## src/rtl/id_ex_stage.sv

```systemverilog
// id_ex_stage: one-entry registered ID/EX pipeline slot.
// Resolves ALU operands (register file data or forwarded EX/MEM and MEM/WB
// results), computes the branch target and hands the instruction to EX with a
// valid/ready handshake. While an instruction is stalled in the slot, its
// register operands keep tracking the forwarding buses.
//
// Ports:
//   clk, rst                      clock, synchronous active-high reset
//   inValid / inReady             upstream (decode) handshake
//   rs1Idx, rs2Idx, rdIdx         source / destination register indices
//   rs1Data, rs2Data, imm, pc     register file data, immediate, PC
//   aluOp, useImm, regWrite       ALU opcode, opB-from-imm select, writeback enable
//   exFwd*, memFwd*               EX/MEM and MEM/WB forwarding sources
//   flush                         kill held and incoming instruction
//   outValid / outReady           downstream (EX) handshake
//   opA, opB, op, rdOut, regWriteOut, isBranch, branchTarget, storeData
//                                 registered instruction fields toward EX
module id_ex_stage #(
    parameter int unsigned FWD_EN = 1
) (
    input  logic        clk,
    input  logic        rst,
    input  logic        inValid,
    output logic        inReady,
    input  logic [4:0]  rs1Idx,
    input  logic [4:0]  rs2Idx,
    input  logic [4:0]  rdIdx,
    input  logic [31:0] rs1Data,
    input  logic [31:0] rs2Data,
    input  logic [31:0] imm,
    input  logic [31:0] pc,
    input  logic [3:0]  aluOp,
    input  logic        useImm,
    input  logic        regWrite,
    input  logic        exFwdValid,
    input  logic [4:0]  exFwdRd,
    input  logic [31:0] exFwdData,
    input  logic        memFwdValid,
    input  logic [4:0]  memFwdRd,
    input  logic [31:0] memFwdData,
    input  logic        flush,
    input  logic        outReady,
    output logic        outValid,
    output logic [31:0] opA,
    output logic [31:0] opB,
    output logic [3:0]  op,
    output logic [4:0]  rdOut,
    output logic        regWriteOut,
    output logic        isBranch,
    output logic [31:0] branchTarget,
    output logic [31:0] storeData
);

    logic        valid_q, valid_d;
    logic [31:0] opA_q, opA_d;
    logic [31:0] opB_q, opB_d;
    logic [3:0]  op_q, op_d;
    logic [4:0]  rd_q, rd_d;
    logic        rw_q, rw_d;
    logic        br_q, br_d;
    logic [31:0] bt_q, bt_d;
    logic [31:0] sd_q, sd_d;
    logic [4:0]  rs1_q, rs1_d;
    logic [4:0]  rs2_q, rs2_d;
    logic        bReg_q, bReg_d;

    logic capture;
    logic hold;
    logic immSel;

    // x0 is hard zero; the younger EX/MEM result wins over MEM/WB.
    function automatic logic [31:0] resolve(
        input logic [4:0]  r,
        input logic [31:0] d,
        input logic        exV,
        input logic [4:0]  exRd,
        input logic [31:0] exD,
        input logic        memV,
        input logic [4:0]  memRd,
        input logic [31:0] memD
    );
        if (r == 5'd0)
            return '0;
        if ((FWD_EN != 0) && exV && (exRd == r))
            return exD;
        if ((FWD_EN != 0) && memV && (memRd == r))
            return memD;
        return d;
    endfunction

    assign inReady = !valid_q || outReady;
    assign capture = inValid && inReady && !flush;
    assign hold    = valid_q && !outReady && !flush;
    // Branches always compare against rs2, never the immediate.
    assign immSel  = useImm && !aluOp[3];

    always_comb begin
        valid_d = valid_q;
        opA_d   = opA_q;
        opB_d   = opB_q;
        op_d    = op_q;
        rd_d    = rd_q;
        rw_d    = rw_q;
        br_d    = br_q;
        bt_d    = bt_q;
        sd_d    = sd_q;
        rs1_d   = rs1_q;
        rs2_d   = rs2_q;
        bReg_d  = bReg_q;
        if (capture) begin
            valid_d = 1'b1;
            opA_d   = resolve(rs1Idx, rs1Data, exFwdValid, exFwdRd, exFwdData,
                              memFwdValid, memFwdRd, memFwdData);
            sd_d    = resolve(rs2Idx, rs2Data, exFwdValid, exFwdRd, exFwdData,
                              memFwdValid, memFwdRd, memFwdData);
            opB_d   = immSel ? imm : sd_d;
            op_d    = aluOp;
            rd_d    = rdIdx;
            rw_d    = regWrite;
            br_d    = aluOp[3];
            bt_d    = pc + imm;
            rs1_d   = rs1Idx;
            rs2_d   = rs2Idx;
            bReg_d  = !immSel;
        end else if (flush || outReady) begin
            valid_d = 1'b0;
        end else if (hold) begin
            // Stalled: pick up results that were still in flight at capture.
            opA_d = resolve(rs1_q, opA_q, exFwdValid, exFwdRd, exFwdData,
                            memFwdValid, memFwdRd, memFwdData);
            sd_d  = resolve(rs2_q, sd_q, exFwdValid, exFwdRd, exFwdData,
                            memFwdValid, memFwdRd, memFwdData);
            if (bReg_q)
                opB_d = resolve(rs2_q, opB_q, exFwdValid, exFwdRd, exFwdData,
                                memFwdValid, memFwdRd, memFwdData);
        end
    end

    always_ff @(posedge clk) begin
        if (rst) begin
            valid_q <= 1'b0;
            opA_q   <= '0;
            opB_q   <= '0;
            op_q    <= '0;
            rd_q    <= '0;
            rw_q    <= 1'b0;
            br_q    <= 1'b0;
            bt_q    <= '0;
            sd_q    <= '0;
            rs1_q   <= '0;
            rs2_q   <= '0;
            bReg_q  <= 1'b0;
        end else begin
            valid_q <= valid_d;
            opA_q   <= opA_d;
            opB_q   <= opB_d;
            op_q    <= op_d;
            rd_q    <= rd_d;
            rw_q    <= rw_d;
            br_q    <= br_d;
            bt_q    <= bt_d;
            sd_q    <= sd_d;
            rs1_q   <= rs1_d;
            rs2_q   <= rs2_d;
            bReg_q  <= bReg_d;
        end
    end

    assign outValid     = valid_q;
    assign opA          = opA_q;
    assign opB          = opB_q;
    assign op           = op_q;
    assign rdOut        = rd_q;
    assign regWriteOut  = rw_q;
    assign isBranch     = br_q;
    assign branchTarget = bt_q;
    assign storeData    = sd_q;

endmodule

```

## config.mk

```make
export PLATFORM = sky130hd
export DESIGN_NAME = id_ex_stage
export DESIGN_NICKNAME = d
export VERILOG_FILES = /design/src/rtl/id_ex_stage.sv
export SDC_FILE = /design/constraint.sdc
export NUM_CORES = 1
export LEC_CHECK = 0
export ABC_AREA = 1
export ABC_CLOCK_PERIOD_IN_PS = 1600
export BUFFER_PORTS_ARGS = -buffer_cell sky130_fd_sc_hd__buf_4
export CAP_MARGIN = 20
export CORE_MARGIN = 1
export CORE_UTILIZATION = 30
export CTS_CLUSTER_SIZE = 20
export DETAILED_ROUTE_END_ITERATION = 7
export SYNTH_ARGS = -nofsm -noshare
export SYNTH_HDL_FRONTEND = slang
export SYNTH_SLANG_ARGS = --single-unit
```

## constraint.sdc

```tcl
create_clock -name clk -period 1.6 [get_ports clk]
set_clock_uncertainty 0.05 [all_clocks]
set_input_delay 0 -clock clk [delete_from_list [all_inputs] [get_ports clk]]
set_output_delay 0 -clock clk [all_outputs]
set_load 0.005 [all_outputs]
```

After elaboration in Yosys (flattened, before gate mapping). Cells that the tools add are included.

Divide/modulo/power cells: 0. Reductions and logical operators: 33. Eq/ne operators: 9. Bitwise gates (word level): 0. Magnitude comparators: 0. Shifts and indexed selects: 0. Mux-type cells: 103. Add/sub/neg operators: 1. Multiply operators: 0.

Operators by type and width (count): $mux W32 (38); $mux W1 (65); $eq A5 B5 Y1 (8); $add A32 B32 Y32 (1); $logic_not A5 Y1 (4); $logic_and A1 B1 Y1 (13); $reduce_bool A4 Y1 (3); $reduce_and A3 Y1 (2); $reduce_bool A2 Y1 (3); $logic_not A1 Y1 (5); $reduce_and A4 Y1 (1); $logic_or A1 B1 Y1 (2); $ne A2 B2 Y1 const B (1).

Logic and storage cells: 158. Latch bits: 0. Memories: 0. Bits of input ports: 230. Output and inout bits: 141. Memory bits (writable): 0. Register bits: 151. Bits in read-only memories: 0.

Longest topological paths before layout.
Word-level depth: 24. Gate-level depth with buffers: 14. Depth with buffers taken out: 14.

Least setup slack after synthesis. Ideal clock, no wire load.

Kind: reg-to-reg. Start: register valid_q, in the netlist outValid. End: register sd_q[10], in the netlist storeData[10]. Stages on the path, launching flop included: 15. Arrival time: 1.447 ns. Required time: 1.441 ns. Library setup time: 0.109 ns. Buffers on the path: 1. Slack: -0.006 ns. Clock period less this slack: 1.606 ns. Cells stage by stage: dfxtp_1 > inv_1 > nor2_2 > inv_1 > nand3_2 > o21ai_0 > inv_2 > nand3_2 > nand2_2 > inv_4 > buf_6 > nor2_1 > nor2_1 > nand2_1 > inv_1.

Word-level cells in the longest chain between the ends: 6. Elaborated cells between the ends (all ways): 11. Classes of those cells: 1 x eq/ne; 1 x mux; 9 x reduce/logical.

RTL lines: from (decl) (RTL line 54) `logic valid_q, valid_d;`; from (signal assigned) (RTL line 154) `valid_q <= valid_d;`; $logic_not A1 Y1 * (RTL line 91) `assign inReady = !valid_q || outReady;`; $logic_or A1 B1 Y1 * (RTL line 91); via inReady (RTL line 24) `output logic inReady,`; $logic_and A1 B1 Y1 * (2 in series) (RTL line 92) `assign capture = inValid && inReady && !flush;`; $reduce_bool A4 Y1 (no line) (tied with other cells); $reduce_and A3 Y1 (no line); to (signal assigned) (RTL line 149) `sd_q <= '0;`; to (signal assigned) (RTL line 162) `sd_q <= sd_d;`; to (decl) (RTL line 62) `logic [31:0] sd_q, sd_d;`.

The timed path passes the listed nets; every way through them passes the cells marked *. A chain may end at the register's enable or synchronous reset.

Worst setup path after layout.
Start: register rs2_q[0]. End: register sd_q[30], in the netlist storeData[30].

Word-level cells in the longest chain between the ends: 12. Elaborated cells between the ends (all ways): 30. Classes of those cells: 2 x eq/ne; 23 x mux; 5 x reduce/logical.

RTL lines: from (decl) (RTL line 64) `logic [4:0] rs2_q, rs2_d;`; from (signal assigned) (RTL line 164) `rs2_q <= rs2_d;`; $eq A5 B5 Y1 (RTL line 84) `if ((FWD_EN != 0) && exV && (exRd == r))`; $logic_and A1 B1 Y1 (RTL line 84); $mux W1 (2 in series) (RTL line 84); $mux W1 (RTL line 127) `end else if (hold) begin`; $mux W1 (RTL line 125) `end else if (flush || outReady) begin`; $mux W1 (RTL line 110) `if (capture) begin`; $mux W32 (RTL line 86) `if ((FWD_EN != 0) && memV && (memRd == r))`; $mux W32 (RTL line 84); $mux W32 (RTL line 127); $mux W32 (RTL line 125); $mux W32 (RTL line 110).

Parallel ways exist; a longest one is shown, timed or not. The select of a mux whose other input is x is not followed.

==> summary.txt <==
Timing
  • Final Cycle Share: 1.15
  • Final hold vios: 0
  • Hold WS: around 0.013 ns
  • Fin. max-slew vios: 0
  • Worst-Margin Slew: 0.597 ns
  • Final setup violation count: 96
  • Headroom to the max-slew limit: 0.602
  • Total Neg Setup Slack: -16.72 ns
  • Final min period: 1.84 ns
  • Peak Freq: 544 MHz
  • RSZ-0062 raised after global routing: yes
  • Final worst slack: -0.238 ns

Power and ir drop
  • PwrDens: 631 nW/um^2
  • Total design power: 14,100 uW
  • LEAKAGE: 0.0117 uW
  • Max VDD drop: ~0.75 mV

Clocking
  • Clock tree buffer depth: 2
  • Worst skew pair latency: roughly 0.46 ns
  • Clock Pin Slew Worst Setup and Hold Paths: 0.07 ns
  • Clock root cell: clkbuf_16
  • CTS tree: yes
  • H-tree Lvls: 4
  • TritonCTS sink count: 150
  • CTS Buf Count: 17

Logic synthesis
  • Synth Area in Adders: 0.0316
  • Mapped Nets: roughly 2,700
  • Post-synthesis mux area share: 0
  • Ys flop type: dfxtp_1
  • EDFF count, synth: 0
  • Mean Syn Cell Area: 5.33 sq um
  • Xor/xnor cell area share of the yosys netlist: 0.00745
  • Post-synthesis cell type count: 39
  • Sequential share of the synthesized area: 0.232
  • Synth Area in Compound Gates: 0.0974
  • Yosys warns: 0
  • Post-synthesis simple-gate area fraction: 0.482
  • Largest family of logic cells by synthesized area: simple AND/OR/NAND/NOR gates
  • Register bit total from synthesis: 150
  • Mapped Area: 12,900 sq um
  • Synth Instances: approximately 2,400
  • Asr flop ratio synth: 0

Route
  • Routed Antenna Nets: 0
  • Drt pass-1 iters: 6
  • Routed WL: 67,900 um
  • # DRC: 0
  • Routed vias/inst: approximately 5
  • Via Count: 18,000
  • Initial DRC count: between 1,000 and 1,500
  • Routed length per instance: 18.5 um

Run
  • Max Cap Violations: 0

Place
  • Post-DP Area: 17,400 sq um
  • # port buffers: 370
  • Dpl cells: 3,398
  • Routability cong.: approximately 1
  • Dpl hpwl: 47,500 um

GRT
  • Vias in the first global route: 16,700
  • Largest net degree at the start of global routing: 92
  • GRT Residual Overflow: 0
  • First-pass GRT wire length: ~97,000 um
  • Initial antenna violation count: 1
  • All-layer global routing usage: 0.287

Worst setup path
  • Max FO, Critical Path: 8
  • Startpoint Class: flop
  • Crit. Startpoint: rs2_q[0]
  • Worst Path Arrival: 2.20 ns
  • Critical path capture point type: flop
  • Reg-to-Reg Start: rs2_q[0]
  • CP required: between 1.5 and 2 ns
  • Kind of critical path: flop to flop

Floorplan
  • IO Count: 371
  • Initial Utilization: 0.306
  • Core Footprint: 42,200 sq um
  • Chip width: 210 um
  • Row Count: 75
  • Die height: 210 um
  • Total Die Area: 43,900 sq um

Final layout
  • Filler cell count: 4,214
  • Sequential cell area: 3030 sq um
  • Area Growth Syn to Fin: 72.8%
  • Commonest non-fill, non-tap cell in the layout: nand2_1
  • Final instance area: 22,300 sq um
  • Multi-input gate area: 9440 sq um
  • Nets: 3,372
  • Fin cells: between 3,000 and 4,000
  • Layout cells sized above 1: 0.324
  • Most frequent cells in the layout: 666 x nand2_1, 531 x buf_4, 423 x nor2_1

Worst hold path
  • Hold path startpoint: pc[30]
  • Hold WC Path Type: primary input to flop

Status
  • Failing checks: setup timing
  • Status: complete, but fails checks
==> repair_timing <==
action / in CTS / in global routing
gates resized for setup: 211 / 300
pin swaps: 43 / 84
gates cloned: 10 / 22
setup buffers: 20 / 15
endpoints found under the setup margin: 119 / 136
hold buffers: 167 / 0
endpoints found under the hold margin: 120 / 0
==> area by class of cell <==
cell class,count,share of cell area
clock inverters,13,0.00426
clock buffers,19,0.0203
repair inverters,2,0.000896
well taps,539,0.0302
flip-flops and latches,150,0.136
diodes,1,0.000112
inverters,361,0.0622
multi-input cells,1796,0.423
repair buffers,782,0.324
==> final timing paths <==
kind | end | slack [ns] | depth (start not counted)
worst max-delay path | storeData[30] | -0.24 | 14
worst min-delay path | branchTarget[30] | 0.01 | 6
worst max register to register | storeData[30] | -0.24 | 14
worst min register to register | rdOut[0] | 0.44 | 2
==> cells in the mapped netlist, types with 26 or more instances <==
library cell | n | area, sq um
nand2_1 | 702 | 2640
nor2_1 | 566 | 2120
inv_1 | 346 | 1300
nand3_1 | 152 | 761
dfxtp_1 | 150 | 3000
o21ai_0 | 87 | 435
a21oi_1 | 76 | 380
nand4_1 | 72 | 450
buf_2 | 53 | 265
clkbuf_1 | 41 | 154
ha_1 | 31 | 388
o21ai_1 | 26 | 130
==> critical path, stage by stage (launching register included) <==
cell,delay [ns]
dfxtp_2,0.34
buf_4,0.13
nand2_2,0.06
nand2_2,0.07
nor2_4,0.12
nand3_4,0.15
buf_6,0.17
buf_12,0.15
nor2_2,0.09
nor2_1,0.07
nor2_4,0.17
nor2_4,0.06
nand2_2,0.06
nand2_1,0.05
inv_1,0.05
==> cells by family after synthesis <==
logic type | Yosys count
compound gates | 227
flops | 150
simple gates | 1526
xor+xnor | 11
buf+inv | 479
fa+ha+maj | 32
==> per-stage QoR <==
| step | worst slack, ns | util |
|---|---|---|
| 2_1_floorplan | 0.00973 | - |
| 3_3_place_gp | -0.447 | 0.413 |
| 3_5_place_dp | -0.465 | 0.413 |
| 4_1_cts | -0.191 | 0.490 |
| 5_1_grt | -0.353 | 0.529 |
| 6_report | -0.238 | 0.529 |
==> routing by layer <==
layer | global-route usage | part of all wire | wire [um]
met1 | 0.377 | 0.42 | 28700
met2 | 0.473 | 0.47 | 31700
met3 | 0.0473 | 0.068 | 4630
met4 | 0.100 | 0.040 | 2750
met5 | 0 | 0 | 0
==> sequential cells by signal (all words and copies together) (netlist names) <==
| name | cells |
|---|---|
| branchTarget | 32 |
| opA | 32 |
| opB | 32 |
| storeData | 32 |
| rdOut | 5 |
| rs1_q | 5 |
| rs2_q | 5 |
| op | 3 |
| bReg_q | 1 |
| isBranch | 1 |
| outValid | 1 |
| regWriteOut | 1 |
==> report_power, final <==
part	internal, uW	leakage [uW]	switching [uW]
clock network	2080	0.000266	1920
logic	2740	0.0102	3140
registers	4010	0.00123	219
total	8820	0.0117	5270
No activity file was read; power rests on OpenSTA's default activity.
